--- src/rtl/bcd_sevenseg_scan_pkg.sv ---
// Shared definitions for the multiplexed seven-segment scanner.
//   bcd_digit_t : one packed BCD digit
//   SEG_*       : active-high gfedcba patterns (bit 0 = a ... bit 6 = g)
//   bcd_to_seg  : BCD digit -> active-high segment pattern; codes A-F map to a dash
package bcd_sevenseg_scan_pkg;

    typedef logic [3:0] bcd_digit_t;

    localparam logic [6:0] SEG_0    = 7'h3F;
    localparam logic [6:0] SEG_1    = 7'h06;
    localparam logic [6:0] SEG_2    = 7'h5B;
    localparam logic [6:0] SEG_3    = 7'h4F;
    localparam logic [6:0] SEG_4    = 7'h66;
    localparam logic [6:0] SEG_5    = 7'h6D;
    localparam logic [6:0] SEG_6    = 7'h7D;
    localparam logic [6:0] SEG_7    = 7'h07;
    localparam logic [6:0] SEG_8    = 7'h7F;
    localparam logic [6:0] SEG_9    = 7'h6F;
    localparam logic [6:0] SEG_DASH = 7'h40;
    localparam logic [6:0] SEG_OFF  = 7'h00;

    function automatic logic [6:0] bcd_to_seg(input bcd_digit_t d);
        logic [6:0] s;
        case (d)
            4'd0:    s = SEG_0;
            4'd1:    s = SEG_1;
            4'd2:    s = SEG_2;
            4'd3:    s = SEG_3;
            4'd4:    s = SEG_4;
            4'd5:    s = SEG_5;
            4'd6:    s = SEG_6;
            4'd7:    s = SEG_7;
            4'd8:    s = SEG_8;
            4'd9:    s = SEG_9;
            default: s = SEG_DASH;   // non-BCD code: visible error indication
        endcase
        return s;
    endfunction

endpackage

--- src/rtl/bcd_sevenseg_scan_tick.sv ---
// Refresh prescaler and digit-slot counter for the seven-segment scanner.
//   clk, rst   : clock, synchronous active-low reset
//   cnt_zero   : prescaler is at the first cycle of a digit slot
//   wrap       : this cycle is the last cycle of the last slot (idx returns to 0 on the next edge)
//   idx        : digit slot currently being driven
module seg_refresh_tick #(
    parameter int NUM_DIGITS  = 4,
    parameter int REFRESH_DIV = 50000,
    localparam int CW = $clog2(REFRESH_DIV),
    localparam int IW = $clog2(NUM_DIGITS)
) (
    input  logic          clk,
    input  logic          rst,
    output logic          cnt_zero,
    output logic          wrap,
    output logic [IW-1:0] idx
);

    localparam logic [CW-1:0] CNT_LAST = CW'(REFRESH_DIV - 1);
    localparam logic [IW-1:0] IDX_LAST = IW'(NUM_DIGITS - 1);

    logic [CW-1:0] cnt;
    logic          tc;

    // Comparisons use >= so any out-of-range value falls straight back into range.
    assign tc       = (cnt >= CNT_LAST);
    assign wrap     = tc && (idx >= IDX_LAST);
    assign cnt_zero = (cnt == '0);

    always_ff @(posedge clk) begin
        if (!rst) begin
            cnt <= '0;
            idx <= '0;
        end else if (tc) begin
            cnt <= '0;
            idx <= (idx >= IDX_LAST) ? '0 : idx + IW'(1);
        end else begin
            cnt <= cnt + 1'b1;
        end
    end

endmodule

--- src/rtl/bcd_sevenseg_scan.sv ---
// Multiplexed seven-segment display driver.
// Digits written via load land in a pending register; the displayed copy is
// refreshed only when the scan wraps to digit 0, so a frame never tears.
// Each digit slot starts with one dead cycle (all anodes off) to stop ghosting.
//   clk, rst    : clock, synchronous active-low reset
//   bcd_in      : packed BCD digits, [3:0] = least significant digit
//   dp_in       : decimal point request per digit
//   load        : capture bcd_in/dp_in into the pending register
//   seg         : shared segment bus, seg[0]=a .. seg[6]=g
//   dp          : decimal point of the active digit
//   an          : one-hot digit enable
//   frame_done  : one-cycle pulse when the scan returns to digit 0
module bcd_sevenseg_scan
    import bcd_sevenseg_scan_pkg::*;
#(
    parameter int NUM_DIGITS     = 4,
    parameter int REFRESH_DIV    = 50000,
    parameter int SEG_ACTIVE_LOW = 1,
    parameter int AN_ACTIVE_LOW  = 1,
    parameter int BLANK_LZ       = 1
) (
    input  logic                    clk,
    input  logic                    rst,
    input  logic [4*NUM_DIGITS-1:0] bcd_in,
    input  logic [NUM_DIGITS-1:0]   dp_in,
    input  logic                    load,
    output logic [6:0]              seg,
    output logic                    dp,
    output logic [NUM_DIGITS-1:0]   an,
    output logic                    frame_done
);

    localparam int IW = $clog2(NUM_DIGITS);

    // Idle (off) levels after polarity is applied.
    localparam logic [6:0]            SEG_IDLE = (SEG_ACTIVE_LOW != 0) ? 7'h7F : 7'h00;
    localparam logic                  DP_IDLE  = (SEG_ACTIVE_LOW != 0);
    localparam logic [NUM_DIGITS-1:0] AN_IDLE  = (AN_ACTIVE_LOW != 0) ? {NUM_DIGITS{1'b1}}
                                                                      : {NUM_DIGITS{1'b0}};

    bcd_digit_t [NUM_DIGITS-1:0] pend_bcd, disp_bcd;
    logic       [NUM_DIGITS-1:0] pend_dp,  disp_dp;

    logic          cnt_zero;
    logic          wrap;
    logic [IW-1:0] idx;

    seg_refresh_tick #(
        .NUM_DIGITS  (NUM_DIGITS),
        .REFRESH_DIV (REFRESH_DIV)
    ) u_tick (
        .clk      (clk),
        .rst      (rst),
        .cnt_zero (cnt_zero),
        .wrap     (wrap),
        .idx      (idx)
    );

    // lz[k]: digit k and every digit above it are zero in the displayed copy.
    logic [NUM_DIGITS-1:0] lz;
    logic                  lz_run;

    always_comb begin
        lz     = '0;
        lz_run = 1'b1;
        for (int k = NUM_DIGITS - 1; k >= 0; k--) begin
            lz_run = lz_run && (disp_bcd[k] == 4'd0);
            lz[k]  = lz_run;
        end
    end

    // Digit select by comparison rather than indexing, so an idx outside
    // 0..NUM_DIGITS-1 simply selects nothing and leaves the anodes off.
    bcd_digit_t            cur_digit;
    logic                  cur_dp;
    logic                  cur_blank;
    logic                  idx_ok;
    logic [NUM_DIGITS-1:0] an_hot;

    always_comb begin
        cur_digit = '0;
        cur_dp    = 1'b0;
        cur_blank = 1'b0;
        idx_ok    = 1'b0;
        an_hot    = '0;
        for (int k = 0; k < NUM_DIGITS; k++) begin
            if (idx == IW'(k)) begin
                cur_digit = disp_bcd[k];
                cur_dp    = disp_dp[k];
                cur_blank = (BLANK_LZ != 0) && (k != 0) && lz[k];
                idx_ok    = 1'b1;
                an_hot[k] = 1'b1;
            end
        end
    end

    logic [6:0] seg_nxt;
    logic       show;

    assign seg_nxt = cur_blank ? SEG_OFF : bcd_to_seg(cur_digit);
    assign show    = !cnt_zero && idx_ok;

    always_ff @(posedge clk) begin
        if (!rst) begin
            pend_bcd   <= '0;
            pend_dp    <= '0;
            disp_bcd   <= '0;
            disp_dp    <= '0;
            frame_done <= 1'b0;
            an         <= AN_IDLE;
            seg        <= SEG_IDLE;
            dp         <= DP_IDLE;
        end else begin
            if (load) begin
                pend_bcd <= bcd_in;
                pend_dp  <= dp_in;
            end
            // A load on the wrap edge reaches pending only; display takes the old pending.
            if (wrap) begin
                disp_bcd <= pend_bcd;
                disp_dp  <= pend_dp;
            end
            frame_done <= wrap;

            if (show) begin
                an  <= (AN_ACTIVE_LOW  != 0) ? ~an_hot  : an_hot;
                seg <= (SEG_ACTIVE_LOW != 0) ? ~seg_nxt : seg_nxt;
                dp  <= (SEG_ACTIVE_LOW != 0) ? ~cur_dp  : cur_dp;
            end else begin
                an  <= AN_IDLE;
                seg <= SEG_IDLE;
                dp  <= DP_IDLE;
            end
        end
    end

endmodule

--- config.mk ---
export PLATFORM = sky130hd
export DESIGN_NAME = bcd_sevenseg_scan
export DESIGN_NICKNAME = d
export VERILOG_FILES = /design/src/rtl/bcd_sevenseg_scan_pkg.sv /design/src/rtl/bcd_sevenseg_scan_tick.sv /design/src/rtl/bcd_sevenseg_scan.sv
export SDC_FILE = /design/constraint.sdc
export NUM_CORES = 1
export LEC_CHECK = 0
export ABC_AREA = 1
export CORE_AREA = 4 4 102 104
export CTS_CLUSTER_DIAMETER = 200
export DETAILED_ROUTE_END_ITERATION = 8
export DIE_AREA = 0 0 106 108
export GPL_ROUTABILITY_DRIVEN = 0
export PLACE_DENSITY = 0.51
export SLEW_MARGIN = 20
export SYNTH_ARGS = -nofsm -noshare
export SYNTH_HDL_FRONTEND = slang
export SYNTH_SLANG_ARGS = --single-unit
--- constraint.sdc ---
create_clock -name clk -period 5.54 [get_ports clk]
set_clock_uncertainty 0.1 [all_clocks]
set_input_delay 1.108 -clock clk [delete_from_list [all_inputs] [get_ports clk]]
set_output_delay 1.108 -clock clk [all_outputs]
set_load 0.01 [all_outputs]
==> impl_metrics.env, run 1 <==
export IMPL_status="complete, no violations"
export IMPL_drt_pass1_iterations=4
export IMPL_drv_cap=0
export IMPL_crit_buf_inv=2
export IMPL_timing_fmax_mhz=391
export IMPL_antenna_found_initial=0
export IMPL_rr_endpoint="seg[5]"
export IMPL_p_per_area_nw_per_um2=256
export IMPL_synth_fp_nets=468
export IMPL_yosys_warnings=0
export IMPL_cts_tree="yes"
export IMPL_core_um2=9550
export IMPL_syn_area_um2=3290
export IMPL_critPathArrivalTime_ns=2.69
export IMPL_relSlewSlack_pct=59.2
export IMPL_synth_area_leader_cell="dfxtp_1"
export IMPL_final_layout_size_suffix_gt1_share_pct=11.0
export IMPL_port_buffers=35
export IMPL_crit_path_max_fanout=21
export IMPL_initial_core_util_pct=34.4
export IMPL_n_fill_cell=1048
export IMPL_reg2reg_depth=9
export IMPL_finalHoldViolCount=0
export IMPL_cts_root_buffer="clkbuf_8"
export IMPL_grt_pass1_vias=2585
export IMPL_cpMostUsedCell="nor2_1"
export IMPL_placed_area_um2=3690
export IMPL_reg2reg_setup_slack_ns=3.07
export IMPL_yosys_top_cells_area="dfxtp_1 (43%), nand2_1 (9.9%), nor2_1 (7.6%)"
export IMPL_area_delta_synth_final_pct=17.8
export IMPL_peakVddDrop_mv=0.125
export IMPL_grt_pass1_wl_mm=11.9
export IMPL_min_delay_path_class="register to register"
export IMPL_fin_crit_ns=2.56
export IMPL_cpPeakStageDelay_ns=0.86
export IMPL_die_w_um=106
export IMPL_synthAdderAreaFrac_pct=4.19
export IMPL_cts_buffer_depth=2
export IMPL_seq_area_frac_synth_pct=43.2
export IMPL_synthMuxAreaShare_pct=0
export IMPL_cts_sinks=71
export IMPL_synthXorXnorAreaFrac_pct=0.533
export IMPL_ys_ff_latch=71
export IMPL_cts_buffers=9
export IMPL_dieArea_um2=11400
export IMPL_synth_compound_area_share_pct=7.31
export IMPL_cts_resized_gates=0
export IMPL_vias=2719
export IMPL_cellLeakagePower_uw=0.00161
export IMPL_path_class="input pin to register"
export IMPL_synth_cell_types=30
export IMPL_avgSynthCellArea_um2=7.58
export IMPL_fin_crit_sh_pct=46.2
export IMPL_track_usage_pct=12.9
export IMPL_clk_pin_slew_ns=0.07
export IMPL_clock_latency_ns=0.34
export IMPL_cp_cell_sequence="clkdlybuf4s50_1 > inv_1 > nor2_1 > nor2_1"
export IMPL_timing_rr_start="u_tick.idx[0]"
export IMPL_postCtsHoldBufs=0
export IMPL_rsz0062_at_grt="false"
export IMPL_report_final_slew_viol_count=0
export IMPL_overflow=0
export IMPL_cts_setup_buffers=0
export IMPL_nets=495
export IMPL_grt_max_degree=38
export IMPL_path_delay_family="buffers and inverters"
export IMPL_tns_ns=0
export IMPL_worst_pin_slew_ns=0.610
export IMPL_ant_nets=0
export IMPL_routed_wl_mm=7.10
export IMPL_slowest_stage="clkdlybuf4s50_1"
export IMPL_diodes=0
export IMPL_synth_top_family_by_area="simple AND/OR/NAND/NOR gates"
export IMPL_routedWlPerCell_um=11.9
export IMPL_htreeDepth=3
export IMPL_cp_data_required_time_ns=5.67
export IMPL_startpoint_type="input pin"
export IMPL_via_per_inst=4.55
export IMPL_holdPathEnd="disp_bcd[6]"
export IMPL_synth_simple_area_share_pct=37.3
export IMPL_hp_start="disp_bcd[6]"
export IMPL_hold_depth=2
export IMPL_post_route_util_pct=40.6
export IMPL_endpoint_kind="register"
export IMPL_synth_top_area_share_pct=43.2
export IMPL_boundaryPins=36
export IMPL_finalInstanceArea_um2=3870
export IMPL_setup_viol=0
export IMPL_drcViolationCount=0
export IMPL_die_h_um=108
export IMPL_row_count=36
export IMPL_place_hpwl_mm=5.10
export IMPL_synthCells=434
export IMPL_initialDrtViolationCount=68
## cell usage in the layout (no fill, tap or decap)
cell / instances
nand3b_1: 4
ha_2: 1
nand2_4: 2
o211ai_1: 2
inv_1: 34
nor3_2: 1
clkbuf_1: 1
bufinv_16: 1
nand2_1: 87
nor3_1: 7
or2_0: 1
inv_2: 1
clkbuf_8: 9
clkinv_2: 4
o31ai_1: 1
nand4_1: 20
nand3_1: 30
dfxtp_1: 71
buf_2: 1
ha_1: 10
buf_4: 1
a21o_1: 1
xor2_1: 2
a21oi_1: 16
a31oi_1: 1
nor2_1: 67
nand3_2: 20
clkdlybuf4s50_1: 34
or2_2: 5
nor4_1: 2
a21oi_2: 1
nand2_2: 2
o21ai_0: 23
nor2_2: 2
## through the flow
stage / hold slack [ns] / worst slack (ns) / std cells / total power [µW]
after detailed placement: 0.358 / 2.57 / 583 / 615
after CTS: 0.371 / 2.64 / 598 / 1010
after global placement: 0.353 / 2.60 / 583 / 614
after global routing: 0.390 / 2.79 / 598 / 1030
final: 0.368 / 2.98 / 598 / 992
after floorplan: 0.330 / 3.53 / 434 / 580
## power by group
part	internal [µW]	leakage (µW)	switching, µW	total (µW)
registers	527	0.000580	8.12	535
logic	32.6	0.000930	33.9	66.5
clock network	203	0.0000957	188	390
## worst max-delay path by stage
stage                        startpoint     endpoint  cells past startpoint
final                              load  pend_bcd[7]                      4
after global routing      u_tick.idx[1]       seg[5]                      9
after CTS                 u_tick.idx[1]       seg[5]                      9
after detailed placement           load  pend_bcd[7]                      4
after global placement             load  pend_bcd[7]                      4
after floorplan                     rst   pend_dp[0]                      4
## synthesized netlist by cell type
cell / number
nand2_1: 87
dfxtp_1: 71
nor2_1: 67
inv_1: 34
nand3_1: 30
o21ai_0: 23
nand3_2: 20
nand4_1: 20
a21oi_1: 16
clkbuf_1: 11
ha_1: 11
nor3_1: 7
or2_2: 5
buf_2: 4
buf_6: 4
nand3b_1: 4
nand2_2: 2
nand2_4: 2
nor2_2: 2
nor4_1: 2
o211ai_1: 2
xor2_1: 2
a21o_1: 1
a21oi_2: 1
a31oi_1: 1
buf_4: 1
inv_2: 1
nor3_2: 1
o31ai_1: 1
or2_0: 1
## metal layers
layer  GRT usage (%)  vias up  routed length (µm)
met5               0        -                   0
li1                -     1469                   -
met3            3.46       12                 273
met1            16.4     1196                3510
met4            5.00        0                 114
met2            21.0       42                3210
## logic make-up after synthesis
family | Yosys count
and+or+nand+nor | 250
DFF | 71
buffers and inverters | 55
AOI/OAI and AO/OA | 45
adders and majority gates | 11
xor gates and xnor gates | 2
## worst register-to-register path: stages (launching register included)
cell      delay (ns)
dfxtp_1         0.38
ha_2            0.58
inv_1           0.21
or2_2           0.31
nand2_1         0.16
inv_1           0.09
ha_1            0.19
nand3b_1        0.16
nand3_1         0.10
nand3_1         0.07
## state kept, by name, indices dropped and copies added, names as in the netlist, 2 cells and up
name,count
disp_bcd,16
pend_bcd,16
u_tick.cnt,16
seg,7
an,4
disp_dp,4
pend_dp,4
u_tick.idx,2
## final cells by class
cell class	count	area, µm²	area share [%]
Sequential cell	71	1420	36.7
Clock inverter	5	50.0	1.29
Multi-Input combinational cell	308	1620	41.9
Clock buffer	10	128	3.29
Inverter	35	131	3.39
Tap cell	133	166	4.30
Timing Repair Buffer	36	353	9.11
Note: power is estimated with default switching activity, not from simulation.
==> run 2: changes to the inputs <==
--- a/config.mk
+++ b/config.mk
@@ -11,7 +11,7 @@
 export DETAILED_ROUTE_END_ITERATION = 8
 export DIE_AREA = 0 0 106 108
 export GPL_ROUTABILITY_DRIVEN = 0
-export PLACE_DENSITY = 0.51
+export PLACE_DENSITY = 0.53
 export SLEW_MARGIN = 20
 export SYNTH_ARGS = -nofsm -noshare
 export SYNTH_HDL_FRONTEND = slang
==> constraint.sdc (replaced) <==
create_clock -name clk -period 2.2 [get_ports clk]
set_clock_uncertainty 0.1 [all_clocks]
set_input_delay 0.44 -clock clk [delete_from_list [all_inputs] [get_ports clk]]
set_output_delay 0.44 -clock clk [all_outputs]
set_load 0.01 [all_outputs]
==> impl_metrics.env, run 2 (same netlist as run 1, synthesis figures left out) <==
export IMPL_boundaryPins=36
export IMPL_reg_top3="disp_bcd: 16 flops, pend_bcd: 16 flops, u_tick.cnt: 16 flops"
export IMPL_diodes=0
export IMPL_cpMostUsedCell="nand2_1"
export IMPL_antenna_found_initial=0
export IMPL_htreeDepth=3
export IMPL_routedWlPerCell_um=11.6
export IMPL_row_count=36
export IMPL_finalHoldViolCount=0
export IMPL_rsz0062_at_grt="false"
export IMPL_min_delay_path_class="register to register"
export IMPL_timing_rr_start="u_tick.idx[0]"
export IMPL_area_delta_synth_final_pct=22.6
export IMPL_initial_core_util_pct=34.4
export IMPL_die_w_um=106
export IMPL_cp_data_required_time_ns=2.31
export IMPL_slowest_stage="dfxtp_1"
export IMPL_critPathArrivalTime_ns=2.13
export IMPL_crit_path_max_fanout=6
export IMPL_timing_fmax_mhz=493
export IMPL_report_final_slew_viol_count=0
export IMPL_dp_cells=588
export IMPL_core_um2=9550
export IMPL_layout_commonest_cell="nand2_1"
export IMPL_drt_pass1_iterations=4
export IMPL_cts_sinks=71
export IMPL_port_buffers=35
export IMPL_grt_pass1_vias=2583
export IMPL_cp_cell_sequence="inv_1 > ha_1 > nand2_1 > nand2_1 > nand3_1 > nand2_1 > nand2_1 > inv_1 > ha_1 > nand3b_1 > nand3_1 > nand3_1"
export IMPL_die_h_um=108
export IMPL_cts_tree="yes"
export IMPL_placed_area_um2=3740
export IMPL_rr_endpoint="seg[5]"
export IMPL_routed_wl_mm=7.00
export IMPL_grt_max_degree=63
export IMPL_crit_start="u_tick.idx[0]"
export IMPL_setup_viol=0
export IMPL_p_total_uw=2970
export IMPL_ant_nets=0
export IMPL_tns_ns=0
export IMPL_path_class="register to register"
export IMPL_drcViolationCount=0
export IMPL_layoutNonFillerInstCount=603
export IMPL_fin_crit_sh_pct=92.1
export IMPL_clk_pin_slew_ns=0.08
export IMPL_worst_pin_slew_ns=0.558
export IMPL_cp_endpoint="seg[5]"
export IMPL_vias=2768
export IMPL_status="complete, no violations"
export IMPL_endpoint_kind="register"
export IMPL_initialDrtViolationCount=154
export IMPL_post_route_util_pct=42.2
export IMPL_reg2reg_setup_slack_ns=0.17
export IMPL_finalInstanceArea_um2=4030
export IMPL_final_layout_size_suffix_gt1_share_pct=12.8
export IMPL_cts_buffer_depth=2
export IMPL_dieArea_um2=11400
export IMPL_overflow=0
export IMPL_final_cell_mix="nand2_1 (87), dfxtp_1 (71), nor2_1 (67), clkdlybuf4s50_1 (34), inv_1 (32)"
export IMPL_cts_setup_buffers=0
export IMPL_cts_root_buffer="clkbuf_8"
export IMPL_reg2reg_depth=12
export IMPL_cpPeakStageDelay_ns=0.38
export IMPL_drv_cap=0
export IMPL_p_per_area_nw_per_um2=736
export IMPL_place_hpwl_mm=5.11
export IMPL_cellLeakagePower_uw=0.00168
export IMPL_cts_buffers=9
export IMPL_via_per_inst=4.59
export IMPL_grt_pass1_wl_mm=12.0
export IMPL_startpoint_type="register"
export IMPL_nets=500
export IMPL_fin_crit_ns=2.03
export IMPL_clock_latency_ns=0.33
export IMPL_relSlewSlack_pct=62.7
export IMPL_n_fill_cell=1022
export IMPL_track_usage_pct=12.9
export IMPL_peakVddDrop_mv=0.440
==> run 2: cell count changes in the layout (fill, tap and decap cells not counted), sizes merged <==
cell,before,now
buf,2,7
bufinv,1,5
clkbuf,10,9
clkinv,4,0
clkinvlp,0,1
==> run 2: final cells by class <==
cell class | count | area, µm² | area share (%)
Clock buffer | 9 | 124 | 3.07
Inverter | 35 | 131 | 3.26
Tap cell | 133 | 166 | 4.13
Multi-Input combinational cell | 308 | 1630 | 40.4
Clock inverter | 6 | 158 | 3.91
Sequential cell | 71 | 1420 | 35.3
Timing Repair Buffer | 41 | 403 | 10.0
==> run 2: repair_timing <==
item                       in CTS  in global routing
setup endpoints to repair       0                  5
resized for setup               0                  4
hold buffers                    0                  0
==> run 2: per-stage QoR <==
| stage | setup WS (ns) | hold slack [ns] |
|---|---|---|
| 3_5_place_dp | 0.0779 | 0.361 |
| 4_1_cts | 0.0780 | 0.372 |
| 3_3_place_gp | 0.165 | 0.348 |
| 2_1_floorplan | 0.269 | 0.330 |
| 5_1_grt | 0.00471 | 0.392 |
| 6_report | 0.173 | 0.366 |
==> run 2: metal layers <==
| layer | vias up | global-route usage [%] | part of all wire, % |
|---|---|---|---|
| li1 | 1486 | - | - |
| met1 | 1219 | 17.1 | 50 |
| met2 | 57 | 20.4 | 44 |
| met3 | 6 | 4.36 | 4.0 |
| met4 | 0 | 3.15 | 1.0 |
| met5 | - | 0 | 0 |
==> run 2: how the worst min path moves through the flow <==
stage,start,cells past startpoint,to
floorplan,u_tick.cnt[0],1,u_tick.cnt[0]
global placement,u_tick.cnt[0],1,u_tick.cnt[0]
detailed placement,disp_bcd[6],2,disp_bcd[6]
CTS,disp_bcd[6],2,disp_bcd[6]
global route,disp_bcd[14],2,disp_bcd[14]
finish,disp_bcd[6],2,disp_bcd[6]
==> run 2: power breakdown <==
part	switching [µW]	internal (µW)	total (µW)
Combinational	85.5	85.8	171
Sequential	19.2	1330	1350
Clock	473	976	1450
Total	577	2390	2970
==> run 2: worst max-delay path: cells and delay by family, from the launching register on <==
| family | cells | cell delay, ns |
|---|---|---|
| and+or+nand+nor | 8 | 0.75 |
| buffers and inverters | 2 | 0.18 |
| DFF | 1 | 0.38 |
| adders and majority gates | 2 | 0.47 |
==> run 3: changes to the inputs <==
--- a/config.mk
+++ b/config.mk
@@ -6,10 +6,10 @@
 export NUM_CORES = 1
 export LEC_CHECK = 0
 export ABC_AREA = 1
-export CORE_AREA = 4 4 102 104
+export CORE_AREA = 2 2 100 102
 export CTS_CLUSTER_DIAMETER = 200
 export DETAILED_ROUTE_END_ITERATION = 8
-export DIE_AREA = 0 0 106 108
+export DIE_AREA = 0 0 102 104
 export GPL_ROUTABILITY_DRIVEN = 0
 export PLACE_DENSITY = 0.53
 export SLEW_MARGIN = 20
==> impl_metrics.env, run 3 (same netlist as run 1, synthesis figures left out) <==
export IMPL_status="complete, no violations"
export IMPL_cellLeakagePower_uw=0.00163
export IMPL_dieArea_um2=10600
export IMPL_cts_resized_gates=0
export IMPL_final_layout_size_suffix_gt1_share_pct=13.0
export IMPL_worst_slack_ns=0.232
export IMPL_worst_pin_slew_ns=0.569
export IMPL_multiInputGateArea_um2=1630
export IMPL_cts_buffers=9
export IMPL_htreeDepth=3
export IMPL_rsz0062_at_grt="false"
export IMPL_swShare_pct=23.9
export IMPL_track_usage_pct=14.1
export IMPL_dp_cells=588
export IMPL_grt_pass1_vias=2677
export IMPL_crit_path_max_fanout=8
export IMPL_postCtsHoldBufs=0
export IMPL_reg_top3="disp_bcd: 16 flops, pend_bcd: 16 flops, u_tick.cnt: 16 flops"
export IMPL_drt_pass1_iterations=4
export IMPL_peakVddDrop_mv=0.285
export IMPL_endpoint_kind="register"
export IMPL_seq_area_um2=1420
export IMPL_min_delay_path_class="register to register"
export IMPL_power_internal_uw=1940
export IMPL_timing_fmax_mhz=508
export IMPL_layoutNonFillerInstCount=604
export IMPL_grt_max_degree=63
export IMPL_p_per_area_nw_per_um2=647
export IMPL_pre_cts_slack_ns=0.0870
export IMPL_via_per_inst=4.55
export IMPL_cts_tree="yes"
export IMPL_boundaryPins=36
export IMPL_relSlewSlack_pct=62.0
export IMPL_initialDrtViolationCount=125
export IMPL_cp_data_required_time_ns=2.32
export IMPL_grt_pass1_wl_mm=12.0
export IMPL_report_final_slew_viol_count=0
export IMPL_clk_pin_slew_ns=0.08
export IMPL_diodes=0
export IMPL_die_w_um=102
export IMPL_finalHoldViolCount=0
export IMPL_drcViolationCount=0
export IMPL_final_cell_mix="nand2_1 (86), dfxtp_1 (70), nor2_1 (67), clkdlybuf4s50_1 (34), inv_1 (32)"
export IMPL_fin_crit_sh_pct=89.5
export IMPL_p_switching_uw=610
export IMPL_area_delta_synth_final_pct=20.1
export IMPL_p_clk_share_pct=40.5
export IMPL_layout_commonest_cell="nand2_1"
export IMPL_port_buffers=35
export IMPL_clock_latency_ns=0.35
export IMPL_startpoint_type="register"
export IMPL_nets=500
export IMPL_tns_ns=0
export IMPL_path_class="register to register"
export IMPL_n_fill_cell=1033
export IMPL_place_hpwl_mm=4.99
export IMPL_ant_nets=0
export IMPL_critPathArrivalTime_ns=2.08
export IMPL_cts_setup_buffers=0
export IMPL_setup_viol=0
export IMPL_power_frac_comb_pct=6.7
export IMPL_routedWlPerCell_um=11.5
export IMPL_cts_buffer_depth=2
export IMPL_cts_root_buffer="clkbuf_8"
export IMPL_post_route_util_pct=41.3
export IMPL_die_h_um=104
export IMPL_initial_core_util_pct=34.4
export IMPL_routed_wl_mm=6.92
export IMPL_vias=2750
export IMPL_seqPwrFrac_pct=52.8
export IMPL_antenna_found_initial=0
export IMPL_fin_crit_ns=1.97
export IMPL_overflow=0
export IMPL_drv_cap=0
export IMPL_row_count=36
export IMPL_core_um2=9550
export IMPL_cts_sinks=71
==> run 3: worst max-delay path: stages, from the launching register on <==
cell and delay (ns):
dfxtp_1 0.38, inv_1 0.09, ha_2 0.25, inv_2 0.11
nor2_1 0.05, nor2_1 0.08, nand2_1 0.06, nand2_1 0.12
inv_1 0.10, ha_1 0.19, nand3b_1 0.15, nand3_1 0.08
nand3_1 0.07
==> run 3: layer usage <==
layer	GRT usage (%)	up-vias	part of all wire (%)	routed length (µm)
met2	21.9	50	44	3060
met4	4.29	0	1.5	106
met5	0	-	0	0
met3	4.77	9	4.5	313
met1	18.3	1210	50	3440
li1	-	1481	-	-
==> run 3: final timing paths <==
check	from	endpoint	slack, ns	depth (start not counted)
max	u_tick.idx[0]	seg[0]	0.23	12
min	disp_bcd[6]	disp_bcd[6]	0.37	2
max reg2reg	u_tick.idx[0]	seg[0]	0.23	12
min reg2reg	disp_bcd[6]	disp_bcd[6]	0.37	2
==> run 3: power by group through the flow <==
stage / clock (µW) / combinational [µW] / sequential, µW
after floorplan: 0 / 82.2 / 1380
after global placement: 0 / 173 / 1380
after detailed placement: 0 / 173 / 1380
after CTS: 1070 / 175 / 1350
after global routing: 1130 / 194 / 1350
final: 1030 / 172 / 1350
==> run 3: cell type report <==
class                           count  area share, %
Clock buffer                       10           3.23
Tap cell                          133           4.22
Timing Repair Buffer               41           10.2
Clock inverter                      6           1.77
Multi-Input combinational cell    308           41.2
Sequential cell                    71           36.0
Inverter                           35           3.33
==> run 3: through the flow <==
stage / cell area [µm²] / power (µW) / hold slack [ns]
floorplan: 3290 / 1460 / 0.330
global placement: 3740 / 1550 / 0.349
detailed placement: 3740 / 1550 / 0.358
CTS: 3940 / 2590 / 0.372
global route: 3950 / 2670 / 0.390
finish: 3950 / 2550 / 0.367
